===== src/rtl/fetch_pair_unit.sv =====
// fetch_pair_unit: dual-issue fetch front end. It drives two ROM word
// addresses from the fetch PC and collects the returned instruction pair
// one cycle later. Each returned pair is buffered in a DEPTH-entry FIFO
// and presented to decode over a valid/ready handshake.
// Ports:
//   clk, rst_n              clock, synchronous active-low reset
//   rom_addr1/2             ROM word addresses pc[11:2] and pc[11:2]+1
//   rom_instr1/2            ROM data, one cycle after the address
//   redirect_valid/pc       load a new fetch PC and flush
//   out_valid/out_ready     pair handshake toward decode
//   out_pc, out_instr1/2    FIFO head (slot 2 PC is out_pc+4)
//   out_slot2_valid         slot 2 of the head is to be executed
// Optional: define FETCH_JAL_PREDECODE_EN to follow JALs found in
// returned pairs without waiting for the back end.
module fetch_pair_unit #(
    parameter logic [31:0] RESET_PC = 32'h0000_0000,
    parameter int          DEPTH    = 2
) (
    input  logic        clk,
    input  logic        rst_n,
    output logic [9:0]  rom_addr1,
    output logic [9:0]  rom_addr2,
    input  logic [31:0] rom_instr1,
    input  logic [31:0] rom_instr2,
    input  logic        redirect_valid,
    input  logic [31:0] redirect_pc,
    output logic        out_valid,
    input  logic        out_ready,
    output logic [31:0] out_pc,
    output logic [31:0] out_instr1,
    output logic [31:0] out_instr2,
    output logic        out_slot2_valid
);

    localparam int PW = (DEPTH > 1) ? $clog2(DEPTH) : 1;
    localparam int OW = $clog2(DEPTH + 1);
    localparam logic [31:0] PC_RST = RESET_PC & ~32'h3;

    typedef struct packed {
        logic [31:0] pc;
        logic [31:0] instr1;
        logic [31:0] instr2;
        logic        slot2_valid;
    } entry_t;

    logic [31:0]   pc_q, pc_d;
    logic          inflight_q, inflight_d;
    logic [31:0]   inflight_pc_q, inflight_pc_d;
    logic [PW-1:0] wr_ptr_q, wr_ptr_d;
    logic [PW-1:0] rd_ptr_q, rd_ptr_d;
    logic [OW-1:0] occ_q, occ_d;
    entry_t        fifo_q [DEPTH];
    entry_t        fifo_d [DEPTH];

    logic          pop;
    logic          push;
    logic          issue;
    logic [OW:0]   credit;
    logic          pd_hit;
    logic          pd_slot2_valid;
    logic [31:0]   pd_target;
    entry_t        head;
    entry_t        push_entry;

    function automatic logic [PW-1:0] ptr_inc(input logic [PW-1:0] p);
        if (p == PW'(DEPTH - 1)) begin
            return '0;
        end
        return p + PW'(1);
    endfunction

    // The ROM samples these every cycle; unrequested data is ignored.
    assign rom_addr1 = pc_q[11:2];
    assign rom_addr2 = pc_q[11:2] + 10'd1;

    assign head            = fifo_q[rd_ptr_q];
    assign out_valid       = (occ_q != '0);
    assign out_pc          = head.pc;
    assign out_instr1      = head.instr1;
    assign out_instr2      = head.instr2;
    assign out_slot2_valid = out_valid & head.slot2_valid;

    assign pop  = out_valid & out_ready;
    assign push = inflight_q & ~redirect_valid;

    // Entries already owned (buffered or in flight) after this cycle's pop.
    // pop implies occ >= 1, so this never underflows.
    assign credit = {1'b0, occ_q}
                  + {{OW{1'b0}}, inflight_q}
                  - {{OW{1'b0}}, pop};

    assign issue = ~redirect_valid & ~pd_hit
                 & (credit < (OW + 1)'(DEPTH));

`ifdef FETCH_JAL_PREDECODE_EN
    localparam logic [6:0] OPC_JAL = 7'b1101111;

    function automatic logic [31:0] jal_offset(input logic [31:0] ins);
        return {{12{ins[31]}}, ins[19:12], ins[20], ins[30:21], 1'b0};
    endfunction

    logic s1_jal;
    logic s2_jal;

    // Slot 1 takes priority; a taken slot-1 JAL kills slot 2.
    always_comb begin
        s1_jal         = (rom_instr1[6:0] == OPC_JAL);
        s2_jal         = (rom_instr2[6:0] == OPC_JAL);
        pd_hit         = push & (s1_jal | s2_jal);
        pd_slot2_valid = ~s1_jal;
        if (s1_jal) begin
            pd_target = inflight_pc_q + jal_offset(rom_instr1);
        end else begin
            pd_target = inflight_pc_q + 32'd4 + jal_offset(rom_instr2);
        end
    end
`else
    assign pd_hit         = 1'b0;
    assign pd_slot2_valid = 1'b1;
    assign pd_target      = '0;
`endif

    assign push_entry = {inflight_pc_q, rom_instr1, rom_instr2, pd_slot2_valid};

    always_comb begin
        pc_d          = pc_q;
        inflight_d    = issue;
        inflight_pc_d = inflight_pc_q;
        wr_ptr_d      = wr_ptr_q;
        rd_ptr_d      = rd_ptr_q;
        occ_d         = occ_q;
        fifo_d        = fifo_q;

        if (issue) begin
            inflight_pc_d = pc_q;
            pc_d          = pc_q + 32'd8;
        end

        if (pd_hit) begin
            pc_d = pd_target;
        end

        if (push) begin
            fifo_d[wr_ptr_q] = push_entry;
            wr_ptr_d         = ptr_inc(wr_ptr_q);
        end

        if (pop) begin
            rd_ptr_d = ptr_inc(rd_ptr_q);
        end

        if (push & ~pop) begin
            occ_d = occ_q + OW'(1);
        end else if (~push & pop) begin
            occ_d = occ_q - OW'(1);
        end

        // Redirect wins over everything; a pop this cycle still reaches decode.
        if (redirect_valid) begin
            pc_d     = redirect_pc & ~32'h3;
            occ_d    = '0;
            wr_ptr_d = '0;
            rd_ptr_d = '0;
        end
    end

    always_ff @(posedge clk) begin
        if (!rst_n) begin
            pc_q          <= PC_RST;
            inflight_q    <= 1'b0;
            inflight_pc_q <= '0;
            wr_ptr_q      <= '0;
            rd_ptr_q      <= '0;
            occ_q         <= '0;
            for (int i = 0; i < DEPTH; i++) begin
                fifo_q[i] <= '0;
            end
        end else begin
            pc_q          <= pc_d;
            inflight_q    <= inflight_d;
            inflight_pc_q <= inflight_pc_d;
            wr_ptr_q      <= wr_ptr_d;
            rd_ptr_q      <= rd_ptr_d;
            occ_q         <= occ_d;
            fifo_q        <= fifo_d;
        end
    end

    // Credit accounting keeps buffered + in-flight <= DEPTH.
    push_not_full: assert property (
        @(posedge clk) disable iff (!rst_n)
        push |-> (occ_q < OW'(DEPTH))
    );

endmodule


===== config.mk =====
export PLATFORM = sky130hd
export DESIGN_NAME = fetch_pair_unit
export DESIGN_NICKNAME = d
export VERILOG_FILES = /design/src/rtl/fetch_pair_unit.sv
export SDC_FILE = /design/constraint.sdc
export NUM_CORES = 1
export LEC_CHECK = 0
export ABC_AREA = 1
export BUFFER_PORTS_ARGS = -buffer_cell sky130_fd_sc_hd__buf_2
export CAP_MARGIN = 0
export CORE_MARGIN = 2
export CORE_UTILIZATION = 50
export DETAILED_ROUTE_END_ITERATION = 10
export PLACE_DENSITY = 0.83
export SLEW_MARGIN = 20
export SYNTH_ARGS = -nofsm -noshare
export SYNTH_HDL_FRONTEND = slang
export SYNTH_SLANG_ARGS = --single-unit

===== constraint.sdc =====
create_clock -name clk -period 3.67 [get_ports clk]
set_input_delay 0.1835 -clock clk [delete_from_list [all_inputs] [get_ports clk]]
set_output_delay 0.1835 -clock clk [all_outputs]
set_load 0.03 [all_outputs]

# Yosys cells after proc, flatten, opt, wreduce, memory -nomap -nowiden
# Index checks and enable logic that the tools add are counted.
op_classes:
  n_addsub: 8
  magnitude_cmp: 4
  mux: 18
  n_bitwise: 12
  n_reduce_logical: 5
ops:
  columns: ["op", "count"]
  rows:
  - ["$mux W97", 4]
  - ["$bwmux W194", 1]
  - ["$demux W97 S1", 1]
  - ["$mux W32", 2]
  - ["$add A32 B4 Y32 const B", 1]
  - ["$add A10 B1 Y10 const B", 1]
  - ["$mux W1", 8]
  - ["$and A1 B1 Y1", 6]
  - ["$reduce_bool A2 Y1", 3]
  - ["$ge A2 B2 Y1 const B", 2]
  - ["$mux W2", 2]
  - ["$not A1 Y1", 4]
  - ["$not A1 Y2", 2]
  - ["$add A2 B1 Y3", 1]
  - ["$lt A3 B2 Y1 const B", 1]
  - ["$sub A3 B1 Y3", 1]
  - ["$add A1 B1 Y1 const B", 2]
  - ["$add A2 B1 Y2 const B", 1]
  - ["$lt A2 B1 Y1 const B", 1]
  - ["$reduce_or A2 Y1", 1]
  - ["$sub A2 B1 Y2 const B", 1]
  - ["$logic_and A1 B1 Y1", 1]
totals:
  reg_bits: 263
  output_inout_bits: 118
  word_cells: 62

# Longest topological paths before layout
# Gate-level depths: netlist of the first run.
depth:
  ltp_word: 7
  ltp_mapped: 16
  ltp_nobuf: 15

# Worst setup path after synthesis of the first run
# Ideal clock, no wire load.
synth_timing:
  kind: "register -> register"
  startpoint: "register occ_q[1]"
  endpoint: "register pc_q[29]"
  setup_time_ps: 57
  arrival_time_ps: 2718
  required_ps: 3613
  path_slack_ps: 895
  stages_incl_launch_ff: 16
  synth_period_minus_slack_ps: 2775
  path_cell_list: "dfxtp_1 nor2_1 inv_1 nand2_1 inv_1 ha_1 or2_2 fa_1 a21boi_4 nand3_2 buf_4 nor2_1 nand3_1 nand3b_1 nand2_1 inv_1"
synth_between:
  elab_chain_cells: 6
  word_cells_on_any_way: 7
  classes_between: "add/sub: 2; order compare: 1; bitwise: 2; reduce/logical: 2"
synth_lines:
  columns: ["item", "line_no", "text"]
  rows:
  - ["from (decl)", "51", "logic [OW-1:0] occ_q, occ_d;"]
  - ["from (signal assigned)", "174", "occ_q <= '0;"]
  - ["from (signal assigned)", "184", "occ_q <= occ_d;"]
  - ["$reduce_bool A2 Y1", "77", "assign out_valid = (occ_q != '0);"]
  - ["via out_valid", "27", "output logic out_valid,"]
  - ["$and A1 B1 Y1", "83", "assign pop = out_valid & out_ready;"]
  - ["via pop", "55", "logic pop;"]
  - ["$sub A3 B1 Y3", "90", "- {{OW{1'b0}}, pop};"]
  - ["$lt A3 B2 Y1", "93", "& (credit < (OW + 1)'(DEPTH));"]
  - ["$and A1 B1 Y1", "93", null]
  - ["$reduce_bool A2 Y1 (no source line)", null, null]
  - ["to (signal assigned)", "179", "pc_q <= pc_d;"]
  - ["to (decl)", "46", "logic [31:0] pc_q, pc_d;"]
# The timed path passes the listed nets, and every way through them passes these cells.
# A chain may end at the register's enable or synchronous reset.

# Worst setup path after layout of the first run
layout_timing:
  startpoint: "register occ_q[1]"
  endpoint: "register pc_q[16]"
layout_between:
  elab_chain_cells: 6
  word_cells_on_any_way: 7
  classes_between: "add/sub: 2; order compare: 1; bitwise: 2; reduce/logical: 2"
layout_lines:
  columns: ["item", "line_no"]
  rows:
  - ["$reduce_bool A2 Y1", "77"]
  - ["$and A1 B1 Y1", "83"]
  - ["via pop", "55"]
  - ["$sub A3 B1 Y3", "90"]
  - ["$lt A3 B2 Y1", "93"]
  - ["$and A1 B1 Y1", "93"]
  - ["$reduce_bool A2 Y1 (no source line)", null]
# The timed path passes the listed nets, and every way through them passes these cells.

==> results.md, run 1 <==
STA:
- The final worst hold slack is 0.0180 ns.
- The post-route clock skew is 0.0121 ns.
- The final number of hold-violating endpoints came to 0.
- Setup repair after global routing left no endpoint under its margin.
- In the finished design, the share of the clock period the worst path needs comes to 0.846.
- The highest achievable clock rate is 0.322 GHz.
- The slew at the pin closest to its max-slew limit is 1.09 ns.
- The setup total negative slack is 0 ns.
- The shortest clock period the worst path allows after layout is 3.10 ns.
- The worst max-slew margin expressed relative to the limit is 0.276.
- Setup violations remaining at the end of the flow were counted as 0.
- The final number of max-transition violations is 0.

Finish:
- Leaving out fill and tap cells, the most frequent cell in the layout is sky130_fd_sc_hd__nand2_1.
- The relative area change from synthesis to final layout is 25.2%.
- The top cell types in the final layout, fill and taps aside, are 418 x sky130_fd_sc_hd__nand2_1, 254 x sky130_fd_sc_hd__dfxtp_1, 241 x sky130_fd_sc_hd__o21ai_0.
- In the final layout, the share of cells above drive strength 1 is 0.167.
- The count of nets after finishing is 1919.
- The core occupancy in the finished layout is 0.639.

Detailed routing:
- The total number of vias is 11061.
- The total met3 wirelength after detailed routing is 2.18 mm.
- The detailed router finished its first iteration with 1041 violations.
- The wire length per cell after detailed routing is 14.6 um.
- The highest layer touched by signal routing is met4.
- For this run, design rule violations remaining after detail routing come to 0.
- Wire segments on met2 add up to 14.7 mm in the final route.
- Dividing the detail-routed via count by the number of cells gives 5.23.
- The final wirelength is 30.9 mm.
- The count of nets left with antenna violations after detail routing is 0.
- After detailed routing, the wire length on met1 is 13.1 mm.
- The count of TritonRoute iterations in the first routing pass is 5.

Setup path:
- The critical path capture point type is a register.
- The largest stage delay on the critical path is 0.50 ns.
- The cell type with the highest occurrence count on the critical path is sky130_fd_sc_hd__inv_1.
- The data required time of the critical path is 4.09 ns.
- Traced cell by cell, the critical path runs through nor2_1, inv_1, nand2_1, inv_1, ha_1, or2_2, fa_1, a21boi_4, nand2_2, nand2_2, inv_4, nand2_1, nand3_1, o21ai_1, inv_1.
- The slowest stage of the critical path belongs to the cell sky130_fd_sc_hd__fa_1.
- In this run the worst path has a maximum fanout of 20.
- Data arrives at the worst endpoint at 3.53 ns.
- The critical path is of the reg -> reg type.
- The worst setup path is launched from a register.

Yosys:
- The average cell area after synthesis is 7.02 sq um.
- The netlist uses 36 different library cells.
- The synthesized cell area is 11100 sq um.
- The synthesized netlist cell count is 1587.
- The share of the Yosys chip area taken by registers is 0.458.
- The number of register bits inferred by synthesis is 255.
- Yosys printed 0 warnings.

Job:
- The number of maximum-capacitance violations is 0.

Placement:
- At the end of routability-driven placement, the weighted congestion stood at 0.907.
- The HPWL after detailed placement is 18.1 mm.
- Buffers placed on the I/O ports in this run total 213.

Global route:
- The initial antenna violation count is 0.
- The first global-routing pass estimated 50.1 mm of wire.
- The combined global-route utilization of all metal layers is 0.253.
- Global routing finished with a remaining overflow of 0.
- The largest net degree at the start of global routing is 97.
- The via count of the first global-routing pass is 10424.

Clock network:
- Buffers inserted to repair hold after CTS numbered 84.
- The insertion delay to the later sink of the worst-skew pair is 0.54 ns.
- The total clock buffers created by CTS is 27.
- The TritonCTS clock tree is yes.
- Clock-pin slew was measured on the worst setup and hold paths at 0.06 ns.
- The clock passes through at most 3 buffers.
- The CTS sink count is 255.
- Once the clock tree was built, the setup fixing pass inserted 0 buffers.
- CTS built an H-tree with a depth of 1.
- Post-CTS repair changed the size of 0 cells.
- The cell at the root of the clock tree is sky130_fd_sc_hd__clkbuf_16.

Hold path:
- The class of the tightest hold or removal check is in -> reg.

Pwr:
- The worst-case IR drop observed on VDD is 0.000235 V.
- The total power per unit cell area is 488 nW/um^2.
- The static leakage is 5.72 nW.

Die:
- The chip height is 153 um.
- The number of primary I/O pins is 218.
- The die extent in x is 153 um.
- The initial utilization of the core area, before any placement, comes to 0.510.
- The core region is 21800 sq um.
- The area of the die is 23500 sq um.
- The cell row count is 54.

Status:
- The flow ran to the end, and the final reports show no timing, DRC or antenna violations.
layer usage:
| layer | global-route usage | vias to the layer above |
|---|---|---|
| li1 | - | 5532 |
| met1 | 0.322 | 5040 |
| met2 | 0.440 | 417 |
| met3 | 0.0346 | 72 |
| met4 | 0.0895 | 0 |
| met5 | 0 | - |
cells in the mapped netlist (all sizes together):
| library cell | n | share of area |
|---|---|---|
| nand2 | 422 | 0.14 |
| dfxtp | 255 | 0.46 |
| o21ai | 253 | 0.11 |
| a21oi | 211 | 0.095 |
| inv | 166 | 0.056 |
| nor2 | 85 | 0.031 |
| clkbuf | 67 | 0.023 |
| buf | 47 | 0.027 |
| nand3 | 24 | 0.012 |
| nand4 | 13 | 0.0073 |
| xor2 | 12 | 0.0094 |
| nand3b | 7 | 0.0047 |
| nor3 | 5 | 0.0027 |
| a31oi | 4 | 0.0022 |
| ha | 4 | 0.0045 |
| or2 | 4 | 0.0025 |
| a211oi | 2 | 0.0013 |
| a21boi | 1 | 0.0017 |
| and3 | 1 | 0.00056 |
| clkinv | 1 | 0.00034 |
| conb | 1 | 0.00034 |
| fa | 1 | 0.0018 |
| xnor2 | 1 | 0.00079 |
per-stage QoR:
stage	setup WS, ns	cells	area (sq um)	total power, mW
floorplan	0.895	1588	11100	3.64
global placement	0.667	1981	12100	3.88
detailed placement	0.575	1981	12100	3.90
CTS	0.557	2115	13900	6.83
global route	0.346	2115	13900	7.06
finish	0.566	2116	13900	6.80
report_power, final:
group          total, mW  switching, mW  internal (mW)  leakage (nW)
Sequential          3.01         0.0960           2.91          2.08
Combinational      0.926          0.620          0.306          3.18
Clock               2.86           1.15           1.72         0.463
cells by family (layout without fill, tap and decap cells):
group / Yosys count / count (layout) / share of synthesized area
AND/OR/NAND/NOR: 561 / 561 / 0.204
AO/OA/AOI/OAI: 471 / 471 / 0.214
buffers and inverters: 281 / 528 / 0.107
flip-flops: 255 / 255 / 0.458
XOR/XNOR: 13 / 13 / 0.0102
adder cells (fa/ha/maj): 5 / 5 / 0.00629
other: 1 / 3 / 0.000337
sequential cells by signal (all words and copies together) (netlist names):
| register | count |
|---|---|
| fifo_q | 190 |
| occ_q | 2 |
| wr_ptr_q | 1 |
| inflight_pc_q | 30 |
| inflight_q | 1 |
| pc_q | 30 |
| rd_ptr_q | 1 |
worst max-delay path: cells and delay by family (launching register included):
family | cells | cell delay, ns
AOI/OAI and AO/OA | 2 | 0.33
adders and majority gates | 2 | 0.71
buffers and inverters | 4 | 0.40
and+or+nand+nor | 7 | 1.11
DFF | 1 | 0.46
path summary, 6_finish.rpt:
path,startpoint,end,slack [ns],cells past startpoint
worst max register to register,occ_q[1],pc_q[16],0.57,15
worst min register to register,fifo_q[137],fifo_q[137],0.45,2
worst max-delay path,occ_q[1],pc_q[16],0.57,15
worst min-delay path,redirect_pc[25],pc_q[25],0.02,6
cell type report:
class	count	area (sq um)
Antenna cell	1	2.50
Clock buffer	31	731
Clock inverter	19	216
Fill cell	1821	7890
Inverter	167	631
Multi-Input combinational cell	1052	4860
Sequential cell	255	5110
Tap cell	280	350
Timing Repair Buffer	311	2040
No activity file was read; power rests on OpenSTA's default activity.
==> run 2, diff against run 1 <==
- PLACE_DENSITY: 0.83 -> 0.86
- clock period: 3.67 -> 2.6 ns (I/O delays scaled with it)
==> results.md, run 2 (synthesis gave the netlist of run 1 again) <==
Status:
- The flow ran to the end, but the final reports show violations.
- The checks that failed: setup timing.

Global route:
- The first-pass GRT wire length is 52.5 mm.
- The total global routing overflow is 0.
- The initial antenna violation count is 0.
- The combined global-route utilization of all metal layers is 0.265.
- The largest net degree at the start of global routing is 96.
- The via count of the first global-routing pass is 11005.

Placement:
- The count of placed standard cells including taps is 2008.
- Detailed placement finished with a half-perimeter wire length of 19.1 mm.
- The routability congestion estimate from global placement is 0.952.
- The number of input and output port buffers inserted is 213.

STA:
- The final number of hold-violating endpoints is 0.
- The final worst hold slack is 0.0249 ns.
- In this run the tightest slew margin relative to its limit is 0.454.
- The final number of max-transition violations is 0.
- Setup repair after global routing could not meet its margin everywhere.
- The highest achievable clock rate is 0.384 GHz.
- Counting I/O delays and the setup requirement, the final critical path takes 2.61 ns.
- The portion of the clock cycle consumed by the worst path in the final layout is 1.00.
- The final-report setup violation count is 1.
- Between clock sinks in the finished design, the worst skew comes to 0.00861 ns.
- For the pin with the worst max-slew slack, the measured transition is 0.819 ns.
- Once routing completed, OpenROAD measured the worst setup slack at -0.00521 ns.

Clock network:
- TritonCTS built the clock tree.
- The clock reaches the later pin of the worst-skew pair after 0.52 ns.
- The tree is rooted in a sky130_fd_sc_hd__clkbuf_16.
- The CTS sink count is 255.
- The maximum buffer depth of the clock tree is 3.
- After clock tree synthesis, the clock-pin slew on the worst setup and hold paths is 0.06 ns.
- In this run, CTS created clock tree buffers numbering 27.
- The H-tree depth is 1.

Setup path:
- Across all register-to-register paths, the minimum setup slack is -0.005 ns.
- Of all nets on the critical path, the largest fanout is 8.
- Broken down by cell family, the worst path's largest delay share belongs to adder cells.
- The first element of the critical path is occ_q[0].
- On the worst path, the slowest cell contributes a delay of 0.51 ns.
- The cell type with the highest occurrence count on the critical path is sky130_fd_sc_hd__buf_4.
- Walking the worst path, the cells encountered are buf_4, inv_1, ha_4, or2_4, fa_1, a21boi_4, nand3_4, inv_4, nand2_1, buf_4, o21ai_0.
- The last element of the critical path is pc_q[10].
- The worst register-to-register path ends at pc_q[10].
- The number of buffers and inverters on the critical path is 4.
- The arrival time of data at the critical path endpoint is 3.03 ns.
- The startpoint kind of the worst setup timing path is a register.
- The setup path with the least slack is of type reg -> reg.
- For the worst flop-to-flop path, the logic depth is 11.
- The data required time of the critical path is 3.03 ns.
- The critical path capture point type is a register.
- In this run the critical register-to-register path is launched from occ_q[0].
- On the critical path, the stage with the largest delay is an instance of sky130_fd_sc_hd__fa_1.
- The depth of the critical timing path with buffers and inverters included is 11.

Pwr:
- In this run the static leakage power is 5.95 nW.
- For this design the ratio of total power to cell area is 669 nW/um^2.
- The overall power is 9.60 mW.
- The worst-case IR drop observed on VDD is 0.000464 V.

Die:
- The die covers 23500 sq um.
- The cell row count is 54.
- The effective utilization at floorplan is 0.510.
- From bottom edge to top edge, the die measures 153 um.
- The floorplan step set the die width to 153 um.
- The area of the placeable core is 21800 sq um.
- The number of primary I/O pins is 218.

Detailed routing:
- In the routed design, unresolved DRC markers number 0.
- The count of nets left with antenna violations after detail routing is 0.
- The wire length per cell after detailed routing is 15.2 um.
- The count of TritonRoute iterations in the first routing pass is 5.
- The count of routing violations after the opening detailed-route iteration is 858.
- Using the TritonRoute via totals, the vias-per-cell ratio works out to 5.39.
- The routed layout has 11574 vias.
- The routed design has 32.5 mm of wire.

Finish:
- Relative to the synthesized area, the layout overhead comes to 28.8%.
- The top cell types in the final layout, fill and taps aside, are 414 x sky130_fd_sc_hd__nand2_1, 253 x sky130_fd_sc_hd__dfxtp_1, 240 x sky130_fd_sc_hd__o21ai_0.
- Of the cells placed in the final design, the portion with a size suffix greater than 1 is 0.189.
- The number of antenna repair diodes is 0.
- The most common cell after layout, fill and taps aside is sky130_fd_sc_hd__nand2_1.
- For this run, the number of standard cells in the final layout without fillers is 2146.
- The largest registers in the layout are fifo_q: 190 flops, inflight_pc_q: 30 flops, pc_q: 30 flops.
- The flip-flop count of the largest register, all copies and words added is 190.
- More flip-flops sit in one register than any other, and that register is fifo_q.
- The layout filler cell count is 1710.
- The count of nets after finishing is 1953.
- The core occupancy in the finished layout is 0.657.

Hold path:
- The class of the tightest hold or removal check is in -> reg.

Job:
- The number of maximum-capacitance violations is 0.
-- run 2: cell count changes in the layout (fill, tap and decap cells not counted), sizes merged --
cell and change:
buf +31, diode -1, clkinvlp -4, clkinv -4
clkbuf +8, dlygate4sd3 +2, inv -1, bufinv -1
-- run 2: worst min path at each step --
| stage | start | depth (start not counted) | slack [ns] | to |
|---|---|---|---|---|
| detailed placement | rom_instr2[12] | 3 | 0.39 | fifo_q[13] |
| finish | redirect_pc[28] | 6 | 0.02 | pc_q[28] |
| global route | redirect_pc[23] | 6 | 0.02 | pc_q[23] |
| floorplan | rom_instr1[1] | 2 | 0.27 | fifo_q[34] |
| global placement | rom_instr1[18] | 3 | 0.39 | fifo_q[51] |
| CTS | redirect_pc[23] | 6 | 0.009 | pc_q[23] |
-- run 2: what timing repair did --
item,CTS,global route
pin swaps,3,0
setup buffers,2,2
setup endpoints to repair,56,47
hold buffers,86,0
gates cloned,1,0
gates resized for setup,16,20
hold endpoints to repair,155,0
-- run 2: metrics by stage --
step / setup WS, ns / instance area, sq um / setup TNS [ns]
global placement: -0.0244 / 12400 / -0.0392
global route: -0.118 / 14300 / -2.26
floorplan: 0.00270 / 11100 / 0
finish: -0.00521 / 14300 / -0.00521
detailed placement: -0.0966 / 12400 / -2.17
CTS: 0.0446 / 14300 / 0
-- run 2: layout make-up --
cell class,instances,area [sq um],share of cell area
Clock buffer,39,781,0.0544
Clock inverter,8,115,0.00802
Inverter,167,638,0.0445
Multi-Input combinational cell,1052,4950,0.345
Sequential cell,255,5110,0.356
Tap cell,280,350,0.0244
Timing Repair Buffer,344,2390,0.167
Timing Repair inverter,1,6.26,0.000436
-- run 2: where the power goes --
group          internal [mW]  total, mW  switching, mW  leakage [nW]
Combinational          0.538       1.48          0.938          3.42
Clock                   2.36       3.88           1.51         0.445
Sequential              4.11       4.25          0.138          2.08
Total                   7.01       9.60           2.59          5.95
-- run 2: routing by layer --
layer,GRT usage,routed length (um),up-vias
li1,-,-,5605
met1,0.334,13000,5304
met2,0.455,15700,566
met3,0.0377,2560,99
met4,0.108,1230,0
met5,0,0,-
-- run 2: worst reg2reg max path, stage by stage (launching register included) --
cell and delay [ns]:
sky130_fd_sc_hd__dfxtp_1 0.32, sky130_fd_sc_hd__buf_4 0.15, sky130_fd_sc_hd__inv_1 0.13, sky130_fd_sc_hd__ha_4 0.22, sky130_fd_sc_hd__or2_4 0.24, sky130_fd_sc_hd__fa_1 0.51
sky130_fd_sc_hd__a21boi_4 0.23, sky130_fd_sc_hd__nand3_4 0.13, sky130_fd_sc_hd__inv_4 0.13, sky130_fd_sc_hd__nand2_1 0.11, sky130_fd_sc_hd__buf_4 0.17, sky130_fd_sc_hd__o21ai_0 0.19
==> run 3, diff against run 2 <==
- PLACE_DENSITY: 0.86 -> 0.85
- SKIP_LAST_GASP: default -> 1
- SLEW_MARGIN: 20 -> default
==> results.md, run 3 (synthesis gave the netlist of run 1 again) <==
Status:
- The run finished, with violations left.
- The checks that failed: setup timing.

Clock network:
- The insertion delay to the later sink of the worst-skew pair is 0.53 ns.
- Buffers inserted during clock tree synthesis total 26.
- The clock passes through at most 3 buffers.
- The root buffer cell chosen for the clock tree is sky130_fd_sc_hd__clkbuf_16.
- The CTS sink count is 255.
- The H-tree depth is 1.
- The clock-pin slew of the registers on the worst-case setup and hold paths is 0.06 ns.
- TritonCTS built the clock tree.

Finish:
- In the final layout, the share of cells above drive strength 1 is 0.195.
- The count of nets after finishing is 1960.
- Leaving out filler cells and counting taps, the final layout contains 2153.
- The library cell used most frequently in the layout, excluding fill and tap cells, is sky130_fd_sc_hd__nand2_1.
- fifo_q holds more flip-flops than any other register.
- The flip-flop count of the largest register, all copies and words added is 190.
- The largest registers in the layout are fifo_q: 190 flops, inflight_pc_q: 30 flops, pc_q: 30 flops.
- The number of antenna repair diodes is 0.
- In the layout the commonest cells are 415 x sky130_fd_sc_hd__nand2_1, 252 x sky130_fd_sc_hd__dfxtp_1, 236 x sky130_fd_sc_hd__o21ai_0.
- The core occupancy in the finished layout is 0.666.
- The relative area change from synthesis to final layout is 30.5%.

STA:
- The shortest clock period the worst path allows after layout is 2.69 ns.
- Setup total negative slack on the finished layout was measured at -0.545 ns.
- The final-report setup violation count is 20.
- The slew at the pin closest to its max-slew limit is 0.771 ns.
- The highest achievable clock rate is 0.372 GHz.
- Setup repair after global routing could not meet its margin everywhere.
- The final number of hold-violating endpoints was 0.
- The worst max-slew margin expressed relative to the limit is 0.486.
- Between clock sinks in the finished design, the worst skew comes to 0.00691 ns.
- Dividing the final minimum period by the clock period gives 1.03.
- Across all setup checks in the final design, the least slack found is -0.0883 ns.
- The final number of max-transition violations is 0.

Job:
- The number of maximum-capacitance violations is 0.

Setup path:
- The startpoint kind of the worst setup timing path is a register.
- The critical path capture point type is a register.
- Traced cell by cell, the critical path runs through nor2_2, inv_2, nand2_2, inv_2, ha_4, or2_4, fa_2, a21boi_4, nand3_4, buf_12, nor2_4, nand3_2, nand3b_1, nand2_1, inv_1.
- The critical path in this run is classified as reg -> reg.
- The data required time of the critical path is 3.07 ns.
- The cell type with the highest occurrence count on the critical path is sky130_fd_sc_hd__inv_2.
- The arrival time of data at the critical path endpoint is 3.16 ns.
- In this run the worst path has a maximum fanout of 8.
- For this design, the slowest cell found on the critical path is sky130_fd_sc_hd__fa_2.
- In this run the worst setup path begins at occ_q[1].
- The beginning of the worst register-to-register path is occ_q[1].
- On the worst path, the slowest cell contributes a delay of 0.54 ns.

Hold path:
- The worst hold path begins at redirect_pc[28].
- The class of the tightest hold or removal check is in -> reg.

Placement:
- The count of placed standard cells including taps is 2008.
- The wire-length estimate of the detail-placed layout is 19.0 mm.
- The count of buffers added on input and output ports is 213.
- The congestion estimate from routability-driven global placement came to 0.958.

Global route:
- The met1 usage in global routing is 0.328.
- The first global-routing pass estimated 53.3 mm of wire.
- In the global route stage, met3 resource usage came out at 0.0400.
- The initial antenna violation count is 0.
- The total global routing overflow is 0.
- After global routing, the most crowded layer is met2.
- For this run, global-route usage on met2 was measured as 0.460.
- The via count of the first global-routing pass is 11239.
- Entering global routing, the biggest net connects 85 pins.
- The combined global-route utilization of all metal layers is 0.268.

Detailed routing:
- Before antenna repair, the detailed router went through 5 iterations.
- The final layout contains routed wiring with a total length of 32.6 mm.
- The count of nets left with antenna violations after detail routing is 0.
- For this run, design rule violations remaining after detail routing come to 0.
- The total number of vias is 11543.
- In the routed layout, each cell is associated on average with a via count of 5.36.
- The count of routing violations after the opening detailed-route iteration is 941.
- In the final routed layout, each cell accounts on average for 15.2 um.

Die:
- The number of primary I/O pins is 218.
- In this run the vertical extent of the chip is 153 um.
- The effective utilization at floorplan is 0.510.
- The floorplan has 54 rows.
- The core region is 21800 sq um.
- The die is 153 um wide.
- The area of the die is 23500 sq um.

Pwr:
- The static leakage is 6.00 nW.
- In this run the power density over the cells is 667 nW/um^2.
- The maximum ir drop on the vdd rail is 0.000402 V.
==> run 3: metal layers <==
metal,vias to the layer above,part of all wire,wire length [um]
met5,-,0,0
met4,0,0.049,1590
met3,120,0.074,2420
met2,553,0.48,15500
met1,5250,0.40,13100
li1,5620,-,-
==> run 3: per-stage QoR <==
stage / power [mW] / setup WS [ns] / area, sq um / hold slack (ns)
final: 9.69 / -0.0883 / 14500 / 0.0224
after global placement: 5.57 / -0.00906 / 12400 / 0.392
after global routing: 10.0 / -0.220 / 14500 / 0.0677
after CTS: 9.65 / -0.0764 / 14400 / 0.0000173
after floorplan: 5.14 / 0.00270 / 11100 / 0.273
after detailed placement: 5.60 / -0.100 / 12400 / 0.395
==> run 3: report_power, final <==
part           internal (mW)  leakage (nW)  total [mW]  switching, mW
clock network           2.34         0.449        3.87           1.53
logic                  0.612          3.47        1.57          0.957
registers               4.11          2.08        4.25          0.143
==> run 3: what timing repair did <==
action,in CTS,in global routing
setup buffers,3,5
hold endpoints to repair,149,0
pin swaps,12,17
hold buffers,87,0
cloned,3,1
endpoints found under the setup margin,44,58
resized for setup,38,14
==> run 3: area by class of cell <==
type | instances | area, sq um
tap | 280 | 350
clock inverter | 7 | 85.1
multi-input combinational | 1052 | 4980
clock buffer | 39 | 811
timing repair buffer | 353 | 2550
inverter | 167 | 638
fill | 1692 | 7290
sequential | 255 | 5110
==> run 3: path summary, 6_finish.rpt <==
| check | end | slack (ns) | cells after the start |
|---|---|---|---|
| max | pc_q[22] | -0.09 | 15 |
| min | pc_q[28] | 0.02 | 6 |
| max reg2reg | pc_q[22] | -0.09 | 15 |
| min reg2reg | fifo_q[128] | 0.44 | 2 |
==> run 3: worst max-delay path: cells and delay by family (launching register included) <==
kind            cells  cell delay, ns
fa+ha+maj           2            0.74
flops               1            0.32
simple gates        8            0.98
compound gates      1            0.21
buf+inv             4            0.39
